**src/rtl/tv_sequencer.sv**
```systemverilog
// tv_sequencer: exhaustive test-vector sequencer for a combinational DUT; optional TVSEQ_STOP_ON_FAIL_EN ends the run at the first mismatch
module tv_sequencer #(
    parameter int N_IN   = 3,
    parameter int N_OUT  = 1,
    parameter int SETTLE = 1,
    parameter int ERR_W  = 16
) (
    input  logic             clk,
    input  logic             reset,
    input  logic             start,
    output logic [N_IN-1:0]  dut_in,
    input  logic [N_OUT-1:0] dut_out,
    output logic [N_IN-1:0]  exp_addr,
    input  logic [N_OUT-1:0] exp_data,
    output logic             busy,
    output logic             done,
    output logic             pass,
    output logic [ERR_W-1:0] err_cnt,
    output logic [N_IN-1:0]  fail_vec,
    output logic             fail_valid
);
    typedef enum logic [1:0] {IDLE, APPLY, SAMPLE, DONE} state_t;
    localparam int SW = (SETTLE > 1) ? $clog2(SETTLE) : 1;
    localparam logic [N_IN:0] LAST = {1'b0, {N_IN{1'b1}}};
    localparam logic [SW-1:0] SET_END = SW'(SETTLE - 1);
    state_t state, next;
    logic [N_IN:0] vec;
    logic [SW-1:0] cnt;
    logic mismatch, go, stop;
    assign mismatch = dut_out != exp_data;
    assign go = start && (state == IDLE || state == DONE);
`ifdef TVSEQ_STOP_ON_FAIL_EN
    assign stop = (vec == LAST) || mismatch;
`else
    assign stop = vec == LAST;
`endif
    assign dut_in = vec[N_IN-1:0];
    assign exp_addr = dut_in;
    assign busy = state == APPLY || state == SAMPLE;
    assign done = state == DONE;
    assign pass = done && err_cnt == '0;
    // state register
    always_ff @(posedge clk)
        state <= reset ? IDLE : next;
    // next-state decode: hold each vector SETTLE cycles, then one sample cycle
    always_comb begin
        next = state;
        case (state)
            IDLE, DONE: next = start ? APPLY : state;
            APPLY:      next = (cnt == SET_END) ? SAMPLE : APPLY;
            SAMPLE:     next = stop ? DONE : APPLY;
            default:    next = IDLE;
        endcase
    end
    // vector walk, settle timer, error count and first-failure capture
    always_ff @(posedge clk) begin
        if (reset) begin
            vec        <= '0;
            cnt        <= '0;
            err_cnt    <= '0;
            fail_vec   <= '0;
            fail_valid <= 1'b0;
        end else if (go) begin
            vec        <= '0;
            cnt        <= '0;
            err_cnt    <= '0;
            fail_vec   <= '0;
            fail_valid <= 1'b0;
        end else if (state == APPLY) begin
            cnt <= (cnt == SET_END) ? '0 : cnt + 1'b1;
        end else if (state == SAMPLE) begin
            if (!stop)
                vec <= vec + 1'b1;
            if (mismatch) begin
                err_cnt <= &err_cnt ? err_cnt : err_cnt + 1'b1;
                if (!fail_valid) begin
                    fail_vec   <= vec[N_IN-1:0];
                    fail_valid <= 1'b1;
                end
            end
        end
    end
endmodule

```
**config.mk**
```make
export PLATFORM = sky130hd
export DESIGN_NAME = tv_sequencer
export DESIGN_NICKNAME = d
export VERILOG_FILES = /design/src/rtl/tv_sequencer.sv
export SDC_FILE = /design/constraint.sdc
export NUM_CORES = 1
export LEC_CHECK = 0
export CAP_MARGIN = 20
export CORE_ASPECT_RATIO = 0.5
export CORE_UTILIZATION = 52
export CTS_CLUSTER_DIAMETER = 60
export DETAILED_ROUTE_END_ITERATION = 12
export GPL_ROUTABILITY_DRIVEN = 0
export PLACE_DENSITY = 0.92
export RECOVER_POWER = 100
export SYNTH_ARGS = -nofsm -noshare
export SYNTH_HDL_FRONTEND = slang
export SYNTH_SLANG_ARGS = --single-unit
export TNS_END_PERCENT = 5
```
**constraint.sdc**
```tcl
create_clock -name clk -period 5.25 [get_ports clk]
set_input_delay 0.525 -clock clk [delete_from_list [all_inputs] [get_ports clk]]
set_output_delay 0.525 -clock clk [all_outputs]
set_load 0.03 [all_outputs]
```
==> metrics.csv, run 1 <==
metric;value;unit
max_freq;373;MHz
hp-class;reg -> reg;
utilization;73.9;%
hpwl;2330;um
max_cap_violations;0;
startpoint_type;flip-flop;
synth.most_common_cell;dfxtp_1;
synth.top_cell.area_share;36.7;%
syn_inst;165;
max_slew_margin;48.4;%
skew;0.00241;ns
rsz0062_at_grt;false;
synth-simple-area-share;28.1;%
grt_pass1_vias;1142;
antenna_left;0;
routedWlPerCell;14.4;um
synth_nets;177;
start_util;59.3;%
hold_end;fail_vec[2];
min_from;fail_vec[2];
drt_iter0_drc;124;
yosysWarnings;0;
synth_top_family_by_area;simple AND/OR/NAND/NOR gates;
path_class;reg -> out;
async_flop_share;0;%
cts_resized;0;
min_period;2.68;ns
synth_top_cell_by_area;dfxtp_1;
reg2reg_from;state[1];
grt_antenna_before_repair;0;
synth.distinct_cells;36;
placed_area;0.00172;mm^2
cts_max_level;1;
ys_ff_latch;26;
cpPeakStageDelay;0.74;ns
clk_pin_slew;0.08;ns
clk_latency;0.27;ns
tightest_slew;0.774;ns
via_count;1429;
die_h;38.9;um
drc;0;
yosys-mux-area-fraction;0.707;%
avgSynthCellArea;8.58;um^2
numClockSinks;26;
critPathRequiredTime;4.72;ns
synth_area_leaders;dfxtp_1, ha_1, a21oi_1;
fin_area;0.00176;mm^2
cts_setup_buffers;0;
grt_pass1_wl;5170;um
clk_path_buf_depth;2;
post-route-period-util;51.0;%
synth_area;0.00142;mm^2
diodes;0;
hold_buffers;0;
overflow;0;
io_pins;34;
root_buffer;clkbuf_8;
dieArea;0.00295;mm^2
reg2regPathDepth;6;
portBuffers;33;
p_leak;0.689;nW
ys_top_cells_by_count;dfxtp_1, a21oi_1, nand2_1, nand3_1, nor2_1;
finalSetupViolCount;0;
cts_tree;yes;
r2r_setup_slack;2.93;ns
track_usage;24.2;%
yosysSeqAreaShare;36.7;%
r2r_end;err_cnt[8];
die_w;75.8;um
synth_xor_area_share;2.47;%
synth_compound_area_share;19.2;%
crit_fanout;7;
areaGrowthSynthToFinish;24.6;%
synth_edf_count;0;
fin_tns_setup;0;ns
num_rows;12;
worst_setup_path_end_kind;output port;
cts_buffers;3;
hold_depth;2;
path_cells;inv_1 -> ha_1 -> nor4b_1 -> and4_1 -> dlygate4sd3_1;
nets;205;
synth-main-ff-cell;dfxtp_1;
drtPass1Iterations;4;
wirelength;3260;um
cp_slowest_cell;dlygate4sd3_1;
via_per_inst;6.32;
finalHoldViolCount;0;
core_area;0.00239;mm^2
slew_viol_final;0;
status;finished clean;
crit_arrival;2.15;ns
grt_max_degree;24;
powerDensity;205;mW/mm^2
ir_drop;0.000125;V
synthAdderAreaFrac;6.18;%
drive_gt1_share;2.62;%
fillerInstances;164;
[worst max-delay path by stage]
stage / startpoint / slack (ns) / cells after the start / to
3_3_place_gp: dut_out / 2.91 / 5 / err_cnt[6]
5_1_grt: err_cnt[0] / 2.47 / 5 / pass
3_5_place_dp: dut_out / 2.79 / 5 / err_cnt[5]
6_report: err_cnt[0] / 2.57 / 5 / pass
4_1_cts: state[0] / 2.65 / 4 / pass
2_1_floorplan: err_cnt[0] / 3.31 / 6 / err_cnt[8]
[routing by layer]
| layer | GRT usage [%] | share of wire, % |
|---|---|---|
| met5 | 0 | 0 |
| met4 | 9.72 | 1.0 |
| met3 | 5.73 | 7.1 |
| met2 | 39.2 | 47 |
| met1 | 31.4 | 45 |
[registers in the layout (all words and copies together) (netlist names)]
| signal | flops |
|---|---|
| err_cnt | 16 |
| state | 2 |
| fail_vec | 3 |
| fail_valid | 1 |
| vec | 4 |
[cell type report]
| type | instances | area [um^2] | area share, % |
|---|---|---|---|
| well taps | 35 | 43.8 | 2.48 |
| flip-flops and latches | 26 | 520 | 29.5 |
| inverters | 7 | 26.3 | 1.49 |
| clock buffers | 3 | 41.3 | 2.34 |
| multi-input cells | 122 | 802 | 45.5 |
| repair buffers | 33 | 330 | 18.7 |
[where the power goes]
group	switching (mW)	internal, mW	leakage, nW
combinational	0.0306	0.0159	0.458
clock	0.0616	0.0515	0.0216
sequential	0.00333	0.200	0.210
total	0.0956	0.267	0.689
[stage by stage]
stage	hold slack [ns]	power (mW)	cells	setup slack, ns
floorplan	0.482	0.238	165	3.31
global placement	0.469	0.253	223	2.91
detailed placement	0.474	0.255	223	2.79
CTS	0.498	0.368	226	2.65
global route	0.507	0.376	226	2.47
finish	0.489	0.363	226	2.57
[cell families (layout without fill, tap and decap cells)]
group / count (synthesis) / in the layout
xor+xnor: 4 / 4
fa+ha+maj: 7 / 7
flops: 26 / 26
buf+inv: 17 / 43
mux: 1 / 1
compound gates: 42 / 42
simple gates: 68 / 68
[layout by cell type (no fill, tap or decap), types with 4 or more instances in the layout]
master	netlist	layout
nand2_1	13	13
ha_1	7	7
o41ai_1	4	4
o31ai_1	7	7
nand4_1	5	5
o21ai_0	6	6
or4_1	7	7
and4_1	4	4
dlygate4sd3_1	0	30
a21oi_1	16	16
nor2_1	8	8
o311ai_0	4	4
dfxtp_1	26	26
nand3_1	9	9
inv_1	7	7
and3_1	4	4
[worst max-delay path: cells and delay by family (launching register included)]
kind | cells | cell delay, ns
flip-flops | 1 | 0.38
buffers and inverters | 2 | 0.84
adder cells (fa/ha/maj) | 1 | 0.14
AND/OR/NAND/NOR | 2 | 0.52
(Power assumes the default switching activity.)
==> inputs of run 2 (changes only) <==
- CORE_UTILIZATION: 52 -> 44
- PLACE_DENSITY: 0.92 -> 0.84
- clock period: 5.25 -> 2.3 ns (I/O delays scaled with it)
==> run 2 against run 1 <==
  * Critical path depth down 1
  * Sequential power grew 130%
  * Hold slack lost 0.0086 ns
  * Total power rose by 130%
  * Non-clock buffer count increased by 3
  * Highest routed layer unchanged
  * Cell count is 3.5% higher
  * Clock skew increased by 0.0033 ns
==> metrics.csv, run 2 (same netlist as run 1, synthesis figures left out) <==
metric;value;unit
p_leak;0.693;nW
regMostFlops;err_cnt;
root_buffer;clkbuf_8;
max_cap_violations;0;
track_usage;19.3;%
drtPass1Iterations;4;
start_util;46.7;%
die_w;82.2;um
post-route-period-util;91.0;%
final_cell_mix;dlygate4sd3_1, dfxtp_1, a21oi_1;
via_count;1360;
areaGrowthSynthToFinish;25.7;%
tightest_slew;0.661;ns
via_per_inst;5.81;
final_common_cell;dlygate4sd3_1;
reg_top3;err_cnt (16), vec (4), fail_vec (3);
ir_drop;0.000214;V
path_class;reg -> out;
startpoint_type;flip-flop;
grt_pass1_vias;1097;
critPathRequiredTime;2.07;ns
portBuffers;33;
routedWlPerCell;13.6;um
max_freq;478;MHz
num_rows;14;
drt_iter0_drc;68;
cts_tree;yes;
finalSetupViolCount;0;
cts_resized;0;
rsz0062_at_grt;false;
skew;0.00568;ns
cts_setup_buffers;0;
grt_max_degree;17;
hold_buffers;0;
grt_pass1_wl;5120;um
overflow;0;
nets;208;
min_period;2.09;ns
placed_area;0.00175;mm^2
grt_antenna_before_repair;0;
drive_gt1_share;3.09;%
cts_buffers;3;
worst_setup_path_end_kind;output port;
numClockSinks;26;
antenna_left;0;
hp-class;reg -> reg;
dieArea;0.00346;mm^2
crit_fanout;5;
largest_reg_flops;16;
fin_tns_setup;0;ns
drc;0;
fin_area;0.00178;mm^2
io_pins;34;
powerDensity;466;mW/mm^2
crit_arrival;1.86;ns
cts_max_level;1;
holdWs;0.480;ns
clk_path_buf_depth;2;
core_area;0.00303;mm^2
clk_pin_slew;0.08;ns
max_slew_margin;56.0;%
die_h;42.1;um
status;finished clean;
wirelength;3190;um
slew_viol_final;0;
finalHoldViolCount;0;
hpwl;2310;um
diodes;0;
clk_latency;0.27;ns
[run 2: cell type report]
class / count / area, um^2
fill: 264 / 1250
multi-input combinational: 122 / 800
sequential: 26 / 520
timing repair buffer: 36 / 343
tap: 40 / 50.0
clock buffer: 3 / 41.3
inverter: 7 / 26.3
[run 2: power by group]
| part | switching, mW | internal [mW] |
|---|---|---|
| combinational | 0.0705 | 0.0418 |
| sequential | 0.00702 | 0.455 |
| clock | 0.138 | 0.117 |
| total | 0.216 | 0.615 |
[run 2: worst max-delay path, stage by stage (launching register included)]
cell and delay, ns:
dfxtp_1 0.41, inv_1 0.07, ha_1 0.34, inv_1 0.11, clkdlybuf4s50_1 0.67
[run 2: through the flow]
stage,setup WS (ns),instances,power (mW),utilization (%)
floorplan,0.358,165,0.544,-
global placement,0.274,231,0.584,57.8
detailed placement,0.211,231,0.588,57.8
CTS,0.0288,234,0.839,59.2
global route,0.133,234,0.866,58.8
finish,0.208,234,0.830,58.8
[run 2: final timing paths]
check	startpoint	to	slack (ns)	depth (start not counted)
max	state[0]	busy	0.21	4
max reg2reg	err_cnt[0]	err_cnt[10]	0.28	5
min reg2reg	fail_vec[0]	fail_vec[0]	0.48	2
min	fail_vec[0]	fail_vec[0]	0.48	2
[run 2: per-layer routing]
| metal | wire length [um] | vias up | track usage [%] |
|---|---|---|---|
| li1 | - | 686 | - |
| met1 | 1550 | 643 | 26.7 |
| met2 | 1480 | 29 | 30.7 |
| met3 | 148 | 2 | 5.43 |
| met4 | 12 | 0 | 2.11 |
| met5 | 0 | - | 0 |
==> inputs of run 3 (changes only) <==
- SKIP_CTS_REPAIR_TIMING: default -> 1
==> results of run 3 <==
No change in the layout: final DEF, timing and power equal those of run 2.
